`src/rtl/debounce_bank.sv`:
```
// debounce_bank: per-channel input synchronizer and asymmetric debouncer
// with registered rise/fall pulses, sticky change flags and an irq summary.
module debounce_bank #(
    parameter int                  CHANNELS    = 8,
    parameter int                  CYCLES_RISE = 160_000,
    parameter int                  CYCLES_FALL = 160_000,
    parameter int                  SYNC_STAGES = 2,
    parameter logic [CHANNELS-1:0] RESET_VAL   = '0
) (
    input  logic                aclk,
    input  logic                reset,
    input  logic [CHANNELS-1:0] in,
    input  logic [CHANNELS-1:0] clear,
    output logic [CHANNELS-1:0] out,
    output logic [CHANNELS-1:0] rise,
    output logic [CHANNELS-1:0] fall,
    output logic [CHANNELS-1:0] changed,
    output logic                irq
);
    localparam int CW = $clog2((CYCLES_RISE > CYCLES_FALL ? CYCLES_RISE : CYCLES_FALL) + 1);
    logic [CHANNELS-1:0] r_sync [SYNC_STAGES];
    logic [CW-1:0]       r_cnt  [CHANNELS];
    logic [CHANNELS-1:0] w_s;
    logic [CHANNELS-1:0] w_commit;
    // The target depends on the committed level, so rise and fall can use different hold times.
    always_comb begin
        w_s = r_sync[SYNC_STAGES-1];
        w_commit = '0;
        for (int c = 0; c < CHANNELS; c++)
            w_commit[c] = (w_s[c] != out[c]) &&
                          (r_cnt[c] == (out[c] ? CW'(CYCLES_FALL - 1) : CW'(CYCLES_RISE - 1)));
    end
    always_ff @(posedge aclk or posedge reset) begin
        if (reset) begin
            for (int k = 0; k < SYNC_STAGES; k++) r_sync[k] <= RESET_VAL;
            for (int c = 0; c < CHANNELS; c++) r_cnt[c] <= '0;
            out     <= RESET_VAL;
            rise    <= '0;
            fall    <= '0;
            changed <= '0;
        end else begin
            r_sync[0] <= in;
            for (int k = 1; k < SYNC_STAGES; k++) r_sync[k] <= r_sync[k-1];
            for (int c = 0; c < CHANNELS; c++)
                r_cnt[c] <= (w_s[c] == out[c] || w_commit[c]) ? '0 : r_cnt[c] + 1'b1;
            out     <= out ^ w_commit;
            rise    <= w_commit & w_s;
            fall    <= w_commit & ~w_s;
            changed <= w_commit | (changed & ~clear);
        end
    end
    assign irq = |changed;
endmodule

```
`config.mk`:
```
export PLATFORM = sky130hd
export DESIGN_NAME = debounce_bank
export DESIGN_NICKNAME = d
export VERILOG_FILES = /design/src/rtl/debounce_bank.sv
export SDC_FILE = /design/constraint.sdc
export NUM_CORES = 1
export LEC_CHECK = 0
export CAP_MARGIN = 20
export CORE_UTILIZATION = 45
export DETAILED_ROUTE_END_ITERATION = 6
export GPL_TIMING_DRIVEN = 0
export PLACE_DENSITY_LB_ADDON = 0.2
export SETUP_SLACK_MARGIN = 0.1
export SYNTH_ARGS = -nofsm -noshare
export SYNTH_HDL_FRONTEND = slang
export SYNTH_SLANG_ARGS = --single-unit
```
`constraint.sdc`:
```
create_clock -name aclk -period 8.5 [get_ports aclk]
set_clock_uncertainty 0.1 [all_clocks]
set_input_delay 1.7 -clock aclk [delete_from_list [all_inputs] [get_ports aclk]]
set_output_delay 1.7 -clock aclk [all_outputs]
set_load 0.005 [all_outputs]
```
==> metrics.cfg <==
[run_status]
status = completed

[cells_and_area]
drive_above_1_share_pct = 7.21
utilization_pct = 53.8
final_cell_mix = dfrtp_1 (192), nor2_1 (153), xnor2_1 (98)
n_fill_cell = 1639
final_common_cell = dfrtp_1
syn2layout_area_growth_pct = 16.6
fin_nets = 929
diodes = 0

[drt]
first_pass_iters = 4
vias_per_cell = 5.13
wire_per_inst_um = 13.5
wirelength_um = 15800
initialDrtViolationCount = 250
num_vias = 6036
drc_errors = 0
ant_nets = 0

[logic_synthesis]
synth_top_area_share_pct = 55.3
syn_nets = 859
yosys.area.top_type = dfrtp_1
syn_area_per_cell_um2 = 10.4
synth-seq-cells = 192
synth_cells = 833
yosysUniqueCellTypes = 35
synth_edf_count = 0
synth-seq-area-share_pct = 55.3
synthTopCellsByArea = dfrtp_1 (55%), xnor2_1 (9.9%), nor2_1 (6.6%)
yosysWarnings = 0
synthesis.area_um2 = 8690
ys.flop_type = dfrtp_1
async_flop_share_pct = 100

[global_routing]
grt_usage_pct = 17.7
grt_pass1_vias = 6016
grt-ovfl-total = 0
grt_pass1_wl_um = 28000
antenna_found_initial = 0
grt_max_degree = 114

[die]
core_area_um2 = 18800
ioPinCount = 51
die_area_um2 = 19900
die_y_um = 141
rows = 50
die_w_um = 141
initial_core_util_pct = 46.2

[clocking]
cts_buffers = 17
cts-resized-gates = 0
cts-root-buf = clkbuf_16
cts_tree = built
max-clock-path-buffers = 2
clk_latency_ns = 0.43
clkSinkCount = 192
cts_setup_buffers = 0
cts_hold_repair.buffers = 0
path_clk_slew_ns = 0.07
htree_levels = 4

[critical_path]
crit_slowest_cell = nor4_1
cpPeakStageDelay_ns = 0.51
cp_max_fo = 3
path_cells = nor4_1 > nand2_1 > clkdlybuf4s50_1
crit_cells = 3
critPathKind = flop to output pin
startpoint_type = flop
endpoint = irq
crit_arrival_ns = 1.99
r2r_start = r_cnt[18]$_DFF_PP0_
setup.worst_path.end_class = output pin
r2r.worst_path.cells = 7
startpoint = changed[2]$_DFF_PP0_
r2r_slack_ns = 6.27
r2r-end = r_cnt[18]$_DFF_PP0_
cp.required_ns = 6.70
path_buf_inv = 1
cp_top_family = simple AND/OR/NAND/NOR gates

[sta]
tightest_slew_ns = 0.562
hold_viol = 0
setup_viol = 0
max_clock_freq_mhz = 264
fin_crit_ns = 3.79
fin_ws_ns = 4.71
slew_headroom_pct = 62.3
maxSlewViolCount = 0
fin_setup_tns_ns = 0
period_share_pct = 44.6
grt_setup_unrepaired = no

[placement]
port_buffers = 50
dp_hpwl_um = 10500
dp_slack_ns = 5.13
globalplace.congestion = 0.813

[power]
ir_drop_v = 0.000137
internal_power_mw = 1.41
power_mw = 1.79
power_frac_clock_pct = 44.2
power_density_nw_per_um2 = 177
comb_power_share_pct = 3.4
p_leak_nw = 4.06
p_switching_mw = 0.388
sequentialPowerShare_pct = 52.4
swShare_pct = 21.6

[job]
drv_cap = 0

[min_path]
holdCritPathClass = flop to flop

## area by class of cell
class                           instances  area, um^2  area share (%)
Buffer                                 15        73.8           0.728
Timing Repair Buffer                   51         528            5.21
Clock buffer                           23         478            4.71
Tap cell                              260         325            3.21
Sequential cell                       192        4800            47.4
Multi-Input combinational cell        593        3690            36.4
Clock inverter                          9         106            1.05
Inverter                               33         131            1.30
## power groups by stage
stage          Combinational (mW)  Sequential (mW)  Clock (mW)
6_report                   0.0613            0.940       0.792
5_1_grt                    0.0712            0.942       0.853
4_1_cts                    0.0642            0.940       0.818
3_5_place_dp               0.0640            0.957           0
3_3_place_gp               0.0615            0.957           0
2_1_floorplan              0.0413            0.954           0
## synthesized netlist by cell type, types with 3 or more instances
| cell | count |
|---|---|
| nand4_1 | 44 |
| inv_1 | 33 |
| nor3b_1 | 18 |
| nand3_1 | 47 |
| a41o_1 | 4 |
| a21oi_1 | 10 |
| ha_1 | 8 |
| and4_1 | 8 |
| o22ai_1 | 8 |
| o21ai_0 | 8 |
| xnor2_1 | 98 |
| buf_2 | 11 |
| nand4_2 | 4 |
| and3_1 | 10 |
| nor4b_1 | 7 |
| mux2_2 | 8 |
| nor2_1 | 153 |
| nor4_1 | 35 |
| or3_1 | 10 |
| xor2_1 | 30 |
| nand2_1 | 34 |
| dfrtp_1 | 192 |
| clkbuf_1 | 3 |
| nor3_1 | 33 |
## worst reg2reg max path: cells and delay by family, from the launching register on
family / cells / cell delay (ns)
buf+inv: 2 / 0.45
compound gates: 1 / 0.20
simple gates: 3 / 0.71
fa+ha+maj: 1 / 0.24
flops: 1 / 0.41
## metal layers
layer / vias to the layer above / track usage (%) / share of wire [%]
met5: - / 0 / 0
met2: 84 / 29.0 / 47
met3: 14 / 4.48 / 3.3
met4: 0 / 5.49 / 1.2
met1: 2892 / 23.1 / 49
li1: 3046 / - / -
## through the flow
step	std cells	hold WS (ns)	area (um^2)
floorplan	833	0.231	8690
global placement	1143	0.231	9520
detailed placement	1144	0.237	9560
CTS	1176	0.252	10100
global route	1176	0.254	10100
finish	1176	0.249	10100
## cells by family (layout without fill, tap and decap cells)
| kind of cell | after synthesis | after routing | share of synthesized area, % |
|---|---|---|---|
| muxes | 8 | 8 | 1.04 |
| xor gates and xnor gates | 128 | 128 | 12.9 |
| adders and majority gates | 8 | 8 | 1.15 |
| AOI/OAI and AO/OA | 36 | 36 | 2.76 |
| and+or+nand+nor | 413 | 413 | 24.6 |
| DFF | 192 | 192 | 55.3 |
| buffers and inverters | 48 | 131 | 2.27 |
## sequential cells by signal, summed over array words and instances (netlist names), named ones only
register and flops:
r_cnt 144, r_sync 8, fall 8, rise 8
changed 8, w_s 8
## how the worst min path moves through the flow
stage	from	depth (start not counted)	to
2_1_floorplan	r_sync[8]$_DFF_PP0_	0	w_s[0]$_DFF_PP0_
3_3_place_gp	r_sync[13]$_DFF_PP0_	0	w_s[5]$_DFF_PP0_
3_5_place_dp	r_sync[8]$_DFF_PP0_	0	w_s[0]$_DFF_PP0_
4_1_cts	r_sync[14]$_DFF_PP0_	0	w_s[6]$_DFF_PP0_
5_1_grt	r_sync[11]$_DFF_PP0_	0	w_s[3]$_DFF_PP0_
6_report	r_sync[12]$_DFF_PP0_	0	w_s[4]$_DFF_PP0_
No activity file was read; power rests on OpenSTA's default activity.
